### src/rtl/crc_frm_pkg.sv
// Shared types, widths and helpers for the CRC32 frame-append stage.
package crc_frm_pkg;

   localparam int CRC_W = 32;
   localparam logic [CRC_W-1:0] CRC_XOROUT_DEF = 32'hFFFF_FFFF;

   typedef enum logic [1:0] {
      PASS   = 2'd0,
      APPEND = 2'd1,
      DRAIN  = 2'd2
   } frm_state_t;

   // Mirror bit i onto bit 31-i (Ethernet FCS transmit order).
   function automatic logic [CRC_W-1:0] bitreverse32(input logic [CRC_W-1:0] v);
      logic [CRC_W-1:0] r;
      r = {CRC_W{1'b0}};
      for (int i = 0; i < CRC_W; i++) begin
         r[i] = v[CRC_W-1-i];
      end
      return r;
   endfunction

endpackage

### src/rtl/crc_frm_outreg.sv
// Single-entry valid/ready output register carrying a data word and a last flag.
module crc_frm_outreg
   import crc_frm_pkg::*;
(
   input  logic             clk,
   input  logic             rst,
   input  logic             load,
   input  logic [CRC_W-1:0] load_data,
   input  logic             load_last,
   input  logic             m_ready,
   output logic [CRC_W-1:0] m_data,
   output logic             m_valid,
   output logic             m_last,
   output logic             free
);

   assign free = !m_valid | m_ready;

   // Load a new word when offered, otherwise empty on an output beat and hold while stalled.
   always_ff @(posedge clk) begin
      if (rst) begin
         m_valid <= 1'b0;
         m_data  <= {CRC_W{1'b0}};
         m_last  <= 1'b0;
      end else if (load) begin
         m_valid <= 1'b1;
         m_data  <= load_data;
         m_last  <= load_last;
      end else if (m_ready) begin
         m_valid <= 1'b0;
      end else begin
         m_valid <= m_valid;
      end
   end

endmodule

### src/rtl/crc32_frame_append.sv
// Forwards a 32-bit word stream and appends the finalized CRC32 as the last word of each frame.
// Define CRC_FRM_REFLECT_EN to bit-reverse the engine result before the final XOR.
module crc32_frame_append
   import crc_frm_pkg::*;
#(
   parameter logic [CRC_W-1:0] CRC_XOROUT = CRC_XOROUT_DEF,
   parameter int               LEN_W      = 16
) (
   input  logic             clk,
   input  logic             rst,
   input  logic [CRC_W-1:0] s_data,
   input  logic             s_valid,
   input  logic             s_last,
   output logic             s_ready,
   output logic [CRC_W-1:0] m_data,
   output logic             m_valid,
   output logic             m_last,
   input  logic             m_ready,
   output logic [CRC_W-1:0] crc_data_in,
   output logic             crc_en,
   output logic             crc_clr,
   input  logic [CRC_W-1:0] crc_next,
   output logic [LEN_W-1:0] frame_len,
   output logic             frame_done
);

   localparam logic [LEN_W-1:0] LEN_MAX = {LEN_W{1'b1}};
   localparam logic [LEN_W-1:0] LEN_ONE = {{(LEN_W-1){1'b0}}, 1'b1};

   frm_state_t       state;
   frm_state_t       state_next;
   logic [LEN_W-1:0] cnt;
   logic [LEN_W-1:0] cnt_inc;
   logic             clr_q;
   logic [CRC_W-1:0] crc_hold;
   logic [CRC_W-1:0] crc_final;
   logic             out_free;
   logic             in_beat;
   logic             out_beat;
   logic             load;
   logic [CRC_W-1:0] load_data;
   logic             load_last;

   assign cnt_inc = (cnt == LEN_MAX) ? LEN_MAX : cnt + LEN_ONE;

`ifdef CRC_FRM_REFLECT_EN
   assign crc_final = bitreverse32(crc_next) ^ CRC_XOROUT;
`else
   assign crc_final = crc_next ^ CRC_XOROUT;
`endif

   // Input is held off while the engine is being cleared so crc_en never overlaps crc_clr.
   assign s_ready     = !rst & !clr_q & (state == PASS) & out_free;
   assign in_beat     = s_valid & s_ready;
   assign out_beat    = m_valid & m_ready;
   assign crc_data_in = s_data;
   assign crc_en      = in_beat;
   assign crc_clr     = rst | clr_q;
   assign frame_done  = !rst & (state == DRAIN) & out_beat;

   // Next-state and output-register load selection.
   always_comb begin
      state_next = state;
      load       = 1'b0;
      load_data  = s_data;
      load_last  = 1'b0;
      case (state)
         PASS: begin
            if (in_beat) begin
               load = 1'b1;
               if (s_last) begin
                  state_next = APPEND;
               end else begin
                  state_next = PASS;
               end
            end else begin
               state_next = PASS;
            end
         end
         APPEND: begin
            if (out_free) begin
               load       = 1'b1;
               load_data  = crc_hold;
               load_last  = 1'b1;
               state_next = DRAIN;
            end else begin
               state_next = APPEND;
            end
         end
         DRAIN: begin
            if (out_beat) begin
               state_next = PASS;
            end else begin
               state_next = DRAIN;
            end
         end
         default: begin
            state_next = PASS;
         end
      endcase
   end

   // State, word counter, CRC capture and the one-shot engine clear.
   always_ff @(posedge clk) begin
      if (rst) begin
         state     <= PASS;
         cnt       <= {LEN_W{1'b0}};
         clr_q     <= 1'b1;
         crc_hold  <= {CRC_W{1'b0}};
         frame_len <= {LEN_W{1'b0}};
      end else begin
         state <= state_next;
         clr_q <= in_beat & s_last;
         if (in_beat) begin
            cnt <= cnt_inc;
         end else if (frame_done) begin
            cnt <= {LEN_W{1'b0}};
         end
         // Capture from crc_next before the engine register absorbs the last word.
         if (in_beat & s_last) begin
            crc_hold  <= crc_final;
            frame_len <= cnt_inc;
         end
      end
   end

   crc_frm_outreg u_outreg (
      .clk       (clk),
      .rst       (rst),
      .load      (load),
      .load_data (load_data),
      .load_last (load_last),
      .m_ready   (m_ready),
      .m_data    (m_data),
      .m_valid   (m_valid),
      .m_last    (m_last),
      .free      (out_free)
   );

endmodule

### config.mk
export PLATFORM = sky130hd
export DESIGN_NAME = crc32_frame_append
export DESIGN_NICKNAME = d
export VERILOG_FILES = /design/src/rtl/crc_frm_pkg.sv /design/src/rtl/crc_frm_outreg.sv /design/src/rtl/crc32_frame_append.sv
export SDC_FILE = /design/constraint.sdc
export NUM_CORES = 1
export LEC_CHECK = 0
export BUFFER_PORTS_ARGS = -buffer_cell sky130_fd_sc_hd__buf_2
export CORE_AREA = 2 2 139 107
export CTS_CLUSTER_DIAMETER = 120
export DETAILED_ROUTE_END_ITERATION = 8
export DIE_AREA = 0 0 141 109
export PLACE_DENSITY = 0.65
export SYNTH_ARGS = -nofsm -noshare
export SYNTH_HDL_FRONTEND = slang
export SYNTH_SLANG_ARGS = --single-unit
export TNS_END_PERCENT = 50
### constraint.sdc
create_clock -name clk -period 1.66 [get_ports clk]
set_input_delay 0.332 -clock clk [delete_from_list [all_inputs] [get_ports clk]]
set_output_delay 0.332 -clock clk [all_outputs]
set_load 0.02 [all_outputs]
# After elaboration in Yosys (flattened, before gate mapping)
# Cells that the tools add are included.
# word_totals
word_cells	45
latch_bits	0
mem_bits_ro	0
ramBits	0
ff_bits	101
output_inout_bits	86
mem_count	0
inputBits	69
# op_classes
n_addsub	1
shifts	0
eq_ne	3
bitwise	11
mul	0
n_mux	16
order_cmp	0
n_div	0
n_reduce_logical	6
# op_table
cell	n
$mux 32	2
$mux 16	3
$not 32->32	1
$add 16x1->16 const B	1
$eq 16x16->1 const B	1
$and 1x1->1	8
$mux 1	6
$mux 2	3
$pmux 2 s3	1
$reduce_bool 2->1	2
$logic_not 1->1	3
$eq 2x1->1 const B	1
$eq 2x2->1 const B	1
$logic_not 2->1	1
$or 1x1->1	2
$pmux 1 s2	1

# Depth between registers and ports, before layout
# Gate-level depths: netlist of run 1.
# depth
ltp_word	8
ltp_mapped	7

# Hierarchy
# A second synthesis of run 1 with hierarchy kept.
# hier_totals
cells_unflattened	508
area_unflattened_um2	4703.3
# modules_own_cells
module	area_each_um2	n_inst	seq_area_each_um2	cells_per_inst
crc32_frame_append	3464.6	1	1341.3	397
crc_frm_outreg	1238.7	1	680.7	111

# Worst setup path before layout of run 1
# Ideal clock, no wire load.
# synth_timing
path_type	flip-flop to flip-flop
start	register u_outreg.m_valid
end	register u_outreg.m_data[13]
t_arrival_ns	1.583
setup_time_ns	0.157
setup_slack_ns	-0.081
path_stages_with_launch	7
synth_period_minus_slack_ns	1.741
cell_sequence	dfxtp_1 nand2b_1 buf_2 nand3b_1 buf_4 clkbuf_1 a311oi_2
# synth_via
elab_chain_len	6
word_cells_on_any_way	9
# synth_lines
item	line_no	rtl
start: declaration	crc_frm_outreg.sv:12	output logic m_valid,
start signal: assignment	crc_frm_outreg.sv:32	m_valid <= m_valid;
$logic_not 1->1 *	crc_frm_outreg.sv:17	assign free = !m_valid | m_ready;
$or 1x1->1 *	crc_frm_outreg.sv:17	
$and 1x1->1	crc32_frame_append.sv:53	assign s_ready = !rst & !clr_q & (state == PASS) & out_free;
$and 1x1->1	crc32_frame_append.sv:54	assign in_beat = s_valid & s_ready;
$mux 1	crc32_frame_append.sv:69	if (in_beat) begin
$pmux 1 s2	crc32_frame_append.sv:67	case (state)
end signal: assignment	crc_frm_outreg.sv:23	m_data <= {CRC_W{1'b0}};
end signal: assignment	crc_frm_outreg.sv:27	m_data <= load_data;
end: declaration	crc_frm_outreg.sv:11	output logic [CRC_W-1:0] m_data,
# Every way passes the cells marked *; elsewhere a longest branch is shown, timed or not.
# A chain may end at the register's enable or synchronous reset.

# Final worst setup path of run 1
# layout_timing
start	register state[1]
end	output port s_ready
# layout_via
elab_chain_len	3
# layout_lines
item	line_no	rtl
start: declaration	crc32_frame_append.sv:30	frm_state_t state;
start signal: assignment	crc32_frame_append.sv:112	state <= state_next;
$logic_not 2->1	crc32_frame_append.sv:53	
$and 1x1->1 (2 in series)	crc32_frame_append.sv:53	
end: declaration	crc32_frame_append.sv:14	output logic s_ready,
# Every way passes these cells.

==> results.md, run 1 <==
Power:
- The ratio of total power to cell area is 812 nW/um^2.
- The worst IR drop on VDD is 0.000456 V.
- Summed over all cells, the static leakage comes to 2.95 nW.

Worst setup path:
- The internal reg-to-reg setup slack is -0.06 ns.
- The start-to-end type of the worst setup path is reg2out.
- The data required time at the worst endpoint is 1.33 ns.
- The timing startpoint of the critical path is state[1].
- The worst setup path is launched from a flip-flop.
- Of all nets on the critical path, the largest fanout is 3.
- STA classifies the critical path endpoint as an output port.
- The reg-to-reg endpoint is cnt[9].
- The critical path ends at s_ready.
- Data on the critical path arrives at its endpoint at 1.46 ns.
- The worst register-to-register path has a depth of 6.
- In this run the critical register-to-register path is launched from state[1].

CTS:
- The clock latency at the later pin of the worst-skew pair is 0.34 ns.
- The H-tree depth is 3.
- TritonCTS built the clock tree.
- After clock tree synthesis, the clock-pin slew on the worst setup and hold paths is 0.07 ns.
- The cell at the root of the clock tree is sky130_fd_sc_hd__clkbuf_16.
- Counting along the longest clock path gives a buffer depth of 2.
- Counting the buffers created by CTS gives 9.
- The number of sinks driven by the clock tree is 101.

Synthesis:
- The leading register cell type out of synthesis is sky130_fd_sc_hd__dfxtp_1.
- The async set-reset flop share out of synthesis is 0%.
- Yosys mapped the design onto 49 distinct sky130hd cell types.
- After synthesis the cells add up to 4840 um^2.
- In this run the mean area of a mapped cell was 8.68 um^2.
- Of the synthesized area, sequential elements account for 41.8%.
- The Yosys step of the flow raised 0 warnings.
- Synthesis produced a netlist whose cell count is 558.
- The number of nets handed over by synthesis was 628.
- The synthesis-stage register bit count is 101.
- The count of flip-flops with a built-in enable after synthesis is 0.

Cells and area:
- In the final layout, the multi-input gates occupy 2550 um^2.
- The leading cell type in the layout, fill and taps excluded is sky130_fd_sc_hd__buf_2.
- The layout has 1,364 filler cells.
- Summing all non-filler instances in the final layout gives an area of 6710 um^2.
- The final core area utilization is 47.5%.
- The sequential cells in the finished layout cover a total of 2040 um^2.
- In the final layout, the share of cells above drive strength 1 is 46.9%.
- From synthesis to final layout, the design area changed by 38.6%.
- The antenna diode count is 0.
- In the layout the commonest cells are sky130_fd_sc_hd__buf_2, sky130_fd_sc_hd__dfxtp_1, sky130_fd_sc_hd__nand2_1.
- At the end of the flow, the number of nets in the layout was 790.

Timing:
- The fmax is 558 MHz.
- The clock arrives with 0.00695 ns of skew.
- The final-report hold violation count came to 0.
- Setup violations remaining at the end of the flow were counted as 4.
- Measured against its own limit, the worst slew margin works out to 72.9%.
- Dividing the final minimum period by the clock period gives 108%.
- The worst hold slack across all endpoints is 0.176 ns.
- The post-route minimum period is 1.79 ns.
- The slack of the critical path is -0.131 ns.
- The final number of max-transition violations is 0.
- For the pin with the worst max-slew slack, the measured transition is 0.407 ns.
- Setup repair after global routing could not meet its margin everywhere.

Floorplan:
- The floorplan die height is 109 um.
- The die outline width is 141 um.
- The number of standard-cell rows in the floorplan is 38.
- The number of top-level pins is 155.
- The core region area is 14,100 um^2.
- The initial utilization of the core area, before any placement, comes to 34.3%.
- The area of the die is 15,400 um^2.

GRT:
- The number of global-route vias before repair is 4,193.
- The initial antenna violation count came to 0.
- The wire length of the first global-routing pass is 21,400 um.
- The total global-route track usage is 17.5%.
- Entering global routing, the biggest net connects 55 pins.
- Summed over all layers, the global routing overflow is 0.

Worst hold path:
- The path category of the worst min-delay check is in2reg.

Drt:
- The violation count after the first detailed-routing iteration is 286.
- The remaining antenna violation count is 0.
- For this run, the detailed router's first-pass iteration total came to 5.
- For this run, design rule violations remaining after detail routing come to 0.
- The per-cell routed wire length is 16.3 um.
- The count of vias placed by the detailed router is 4,646.
- Summed over all layers, the routed wires come to 14,700 um.
- The via-per-instance ratio is 5.15.

Place:
- The count of input and output buffers is 154.
- Summing all placed instances gives a cell area of 5890 um^2.
- Routability-driven placement finished with a final weighted congestion of 0.878.
- The wire-length estimate of the detail-placed layout is 9540 um.

Run status:
- The run finished, with violations left.
- The checks that failed: negative setup slack.

Job:
- The max-cap violation count is 0.
==> power by group <==
group | internal [mW] | total [mW] | switching (mW)
logic | 0.327 | 0.794 | 0.467
clock network | 1.19 | 2.10 | 0.906
registers | 2.51 | 2.56 | 0.0466
==> worst min path at each step <==
stage | startpoint | cells after the start | endpoint | slack (ns)
finish | crc_next[28] | 2 | crc_hold[28] | 0.18
global route | crc_next[24] | 2 | crc_hold[24] | 0.17
CTS | crc_next[28] | 2 | crc_hold[28] | 0.17
detailed placement | frame_len[3] | 2 | frame_len[3] | 0.45
global placement | frame_len[3] | 2 | frame_len[3] | 0.44
floorplan | m_ready | 1 | state[0] | 0.44
==> critical path: stages (launching register included) <==
cell and delay [ns]:
sky130_fd_sc_hd__dfxtp_2 0.34, sky130_fd_sc_hd__or4_4 0.55, sky130_fd_sc_hd__nor2_4 0.11, sky130_fd_sc_hd__buf_6 0.12
==> sequential cells by signal (all words and copies together), names as in the netlist <==
signal / cells
u_outreg.m_last: 1
frame_len: 16
u_outreg.m_valid: 1
crc_hold: 32
u_outreg.m_data: 32
clr_q: 1
state: 2
cnt: 16
==> what timing repair did <==
| action | in CTS | in global routing |
|---|---|---|
| gates cloned | 0 | 7 |
| hold buffers | 0 | 0 |
| endpoints found under the hold margin | 0 | 0 |
| gates resized for setup | 15 | 77 |
| buffers inserted | 3 | 5 |
| setup endpoints to repair | 5 | 79 |
| pin swaps | 3 | 43 |
==> synthesized netlist by cell type (2+ instances only) <==
cell | n | area share (%)
sky130_fd_sc_hd__dfxtp_1 | 101 | 42
sky130_fd_sc_hd__nand2_1 | 82 | 6.4
sky130_fd_sc_hd__o21ai_0 | 58 | 6.0
sky130_fd_sc_hd__nand3_1 | 47 | 4.9
sky130_fd_sc_hd__buf_4 | 40 | 6.2
sky130_fd_sc_hd__nor2_1 | 39 | 3.0
sky130_fd_sc_hd__a311oi_2 | 32 | 9.9
sky130_fd_sc_hd__clkbuf_1 | 15 | 1.2
sky130_fd_sc_hd__buf_2 | 14 | 1.4
sky130_fd_sc_hd__mux2i_1 | 14 | 2.9
sky130_fd_sc_hd__a21oi_1 | 11 | 1.1
sky130_fd_sc_hd__nand4_1 | 11 | 1.4
sky130_fd_sc_hd__buf_1 | 9 | 0.70
sky130_fd_sc_hd__inv_1 | 8 | 0.62
sky130_fd_sc_hd__nor4_1 | 7 | 0.90
sky130_fd_sc_hd__a31oi_1 | 6 | 0.78
sky130_fd_sc_hd__o21ai_1 | 6 | 0.62
sky130_fd_sc_hd__xnor2_1 | 5 | 0.90
sky130_fd_sc_hd__a31o_2 | 4 | 0.72
sky130_fd_sc_hd__and3_1 | 4 | 0.52
sky130_fd_sc_hd__nor3_1 | 4 | 0.41
sky130_fd_sc_hd__or4_1 | 4 | 0.62
sky130_fd_sc_hd__a22oi_1 | 2 | 0.31
sky130_fd_sc_hd__a311o_1 | 2 | 0.41
sky130_fd_sc_hd__and4_1 | 2 | 0.36
sky130_fd_sc_hd__inv_2 | 2 | 0.16
sky130_fd_sc_hd__nand2b_1 | 2 | 0.26
sky130_fd_sc_hd__nand3_2 | 2 | 0.41
sky130_fd_sc_hd__nor2b_1 | 2 | 0.26
sky130_fd_sc_hd__nor4_4 | 2 | 0.88
sky130_fd_sc_hd__o2bb2a_1 | 2 | 0.41
sky130_fd_sc_hd__o31ai_1 | 2 | 0.31
==> metrics by stage <==
step	worst slack (ns)	cells	setup TNS (ns)	power, mW
after floorplan	-0.0709	558	-0.111	3.07
after global placement	-0.0585	874	-0.104	3.29
after detailed placement	-0.0363	874	-0.134	3.30
after CTS	-0.183	891	-0.322	5.44
after global routing	-0.170	903	-3.87	5.69
final	-0.131	903	-0.348	5.45
==> layout make-up <==
cell class / instances / share of cell area, %
inverters: 10 / 0.597
clock buffers: 10 / 3.56
repair buffers: 229 / 23.4
multi-input cells: 369 / 38.0
well taps: 180 / 3.36
flip-flops and latches: 101 / 30.3
clock inverters: 4 / 0.746
==> cell families (layout without fill, tap and decap cells) <==
logic type	count (synthesis)	count (layout)	synth area share [%]
AOI/OAI and AO/OA	134	134	22.2
adders and majority gates	1	1	0.258
buffers and inverters	88	253	10.3
DFF	101	101	41.8
muxes	15	15	3.13
xor gates and xnor gates	6	6	1.09
and+or+nand+nor	213	213	21.3
==> routing by layer <==
metal	vias up	part of all wire [%]	GRT usage [%]
met2	180	43	27.0
li1	2296	-	-
met5	-	0	0
met4	0	1.4	5.14
met3	17	6.5	3.56
met1	2153	49	24.8
Power figures use the tool's default switching activity.
==> run 2: changes to the inputs <==
- CORE_AREA: 2 2 139 107 -> 2 2 122 94
- CTS_BUF_LIST: default -> sky130_fd_sc_hd__clkbuf_8 sky130_fd_sc_hd__clkbuf_16
- DIE_AREA: 0 0 141 109 -> 0 0 124 96
- PLACE_DENSITY: 0.65 -> 0.8
- RECOVER_POWER: default -> 50
==> results.md, run 2 (synthesized netlist as in run 1, its figures left out) <==
Timing:
- The worst pin sits at a relative slew slack of 72.0%.
- The final number of max-transition violations was 0.
- The largest clock skew in the final design is 0.00855 ns.
- After layout, the worst path uses 108% of the clock period.
- Setup repair after global routing could not meet its margin everywhere.
- The worst-margin pin slew is 0.420 ns.
- The slack of the critical path is -0.135 ns.
- Setup violations remaining at the end of the flow were counted as 24.
- The final-report hold violation count is 0.
- The fmax is 557 MHz.
- Counting I/O delays and the setup requirement, the final critical path takes 1.80 ns.

Run status:
- The run finished, with violations left.
- The checks that failed: negative setup slack.

Drt:
- The first detailed-routing pass took 5 iterations.
- For this run, design rule violations remaining after detail routing come to 0.
- The per-cell routed wire length is 17.1 um.
- The count of vias placed by the detailed router is 4,824.
- The remaining antenna violation count is 0.
- The violation count after the first detailed-routing iteration is 297.
- Summed over all layers, the routed wires come to 14,800 um.
- Using the TritonRoute via totals, the vias-per-cell ratio works out to 5.57.

GRT:
- The wire length of the first global-routing pass is 21,200 um.
- The number of global-route vias before repair is 4,420.
- The total global-route track usage is 23.3%.
- After global routing the overflow that remains totals 0.
- The largest net degree at the start of global routing is 55.
- The initial antenna violation count is 0.

Floorplan:
- The die covers 11,900 um^2.
- In this run the standard cell core region covers 10,700 um^2.
- The die is 124 um wide.
- The floorplan has 33 rows.
- The die is 96 um tall.
- The starting utilization of the core area is 45.1%.
- 155 I/O pins were placed.

Cells and area:
- The number of antenna diodes in the final layout is 0.
- Of the cells placed in the final design, the portion with a size suffix greater than 1 is 36.4%.
- Once layout is complete, the utilization of the core stands at 61.5%.
- The layout overhead on the synthesized area is 36.5%.
- The final layout contains 791 nets.
- The largest registers in the layout are crc_hold (32), u_outreg.m_data (32).
- The library cell used most frequently in the layout, excluding fill and tap cells, is sky130_fd_sc_hd__dfxtp_1.
- The top cell types in the final layout, fill and taps aside, are sky130_fd_sc_hd__dfxtp_1, sky130_fd_sc_hd__buf_2, sky130_fd_sc_hd__nand2_1, sky130_fd_sc_hd__clkbuf_1, sky130_fd_sc_hd__buf_4.
- The finished layout holds 866 standard cells, fillers aside.

CTS:
- Clock tree synthesis inserted a total of 9 buffers.
- In this run the number of H-tree levels came out at 3.
- The number of sinks driven by the clock tree is 101.
- The number of hold buffers added after CTS was 0.
- Clock latency on the worst-skew pair, taken at its later pin, is 0.35 ns.
- The post-CTS clock slew at the launch and capture registers of the worst setup and hold paths is 0.07 ns.
- TritonCTS built the clock tree.
- The tree is rooted in a sky130_fd_sc_hd__clkbuf_16.
- The longest clock path from root to sink contains 2 buffers.

Power:
- Across the VDD grid, the largest voltage drop is 0.000646 V.
- The static power due to leakage is 2.68 nW.
- The ratio of total power to cell area is 861 nW/um^2.

Place:
- The congestion estimate from routability-driven global placement came to 0.936.
- Summed over all nets, the half-perimeter wirelength after detailed placement is 9860 um.
- The post-placement cell count is 835.
- Input and output buffers added on the ports amount to 154.

Worst setup path:
- Of all nets on the critical path, the largest fanout is 3.
- The depth of the most critical reg-to-reg path is 6.
- Tracing the worst setup path back leads to its startpoint at state[0].
- The critical path startpoint category is a flip-flop.
- The signal arrival time at the worst endpoint is 1.46 ns.
- The data required time at the worst endpoint is 1.33 ns.
- The worst setup path is captured at an output port.
- In this run the critical register-to-register path is launched from clr_q.
- The start-to-end type of the worst setup path is reg2out.

Worst hold path:
- The path category of the worst min-delay check is in2reg.
- The hold path startpoint is crc_next[3].
- The worst hold path depth is 2.

Job:
- Across the run, the number of max-cap violations was 0.
[run 2: cell type report]
| type | instances | area, um^2 |
|---|---|---|
| Clock buffer | 9 | 225 |
| Clock inverter | 7 | 108 |
| Fill cell | 932 | 4130 |
| Inverter | 10 | 40.0 |
| Multi-Input combinational cell | 369 | 2500 |
| Sequential cell | 101 | 2040 |
| Tap cell | 140 | 175 |
| Timing Repair Buffer | 230 | 1510 |
[run 2: metal layers]
metal  GRT usage (%)  vias to the layer above  routed length [um]
met5               0                        -                   0
met3            5.09                       29                1100
met1            28.9                     2271                6340
met2            38.9                      224                6980
li1                -                     2300                   -
met4            11.0                        0                 379
[run 2: stage by stage]
step	TNS, ns	total power [mW]	cell area, um^2	setup slack, ns	hold WS, ns
floorplan	-0.111	3.07	4840	-0.0709	0.443
global placement	-0.0426	3.29	5880	-0.0286	0.438
detailed placement	-1.19	3.31	5880	-0.110	0.448
CTS	-0.247	5.67	6310	-0.157	0.162
global route	-4.02	5.90	6610	-0.178	0.163
finish	-0.978	5.69	6610	-0.135	0.177
[run 2: final timing paths]
check,to,slack [ns]
max,s_ready,-0.14
min,crc_hold[3],0.18
max reg2reg,cnt[9],-0.09
min reg2reg,frame_len[3],0.45
[run 2: where the power goes]
part / switching (mW) / internal [mW] / total, mW
Clock: 0.993 / 1.35 / 2.34
Sequential: 0.0516 / 2.51 / 2.56
Combinational: 0.466 / 0.320 / 0.786
[run 2: timing repair]
item	4_1_cts	5_1_grt
gates cloned	0	3
pin swaps	6	26
endpoints found under the setup margin	17	64
gates resized for setup	19	73
buffers inserted	6	6
hold endpoints to repair	0	0
[run 2: critical path, cell delays in order, from the launching register on]
cell                      delay (ns)
sky130_fd_sc_hd__dfxtp_2        0.34
sky130_fd_sc_hd__or4_4          0.54
sky130_fd_sc_hd__nor2_4         0.12
sky130_fd_sc_hd__buf_6          0.12
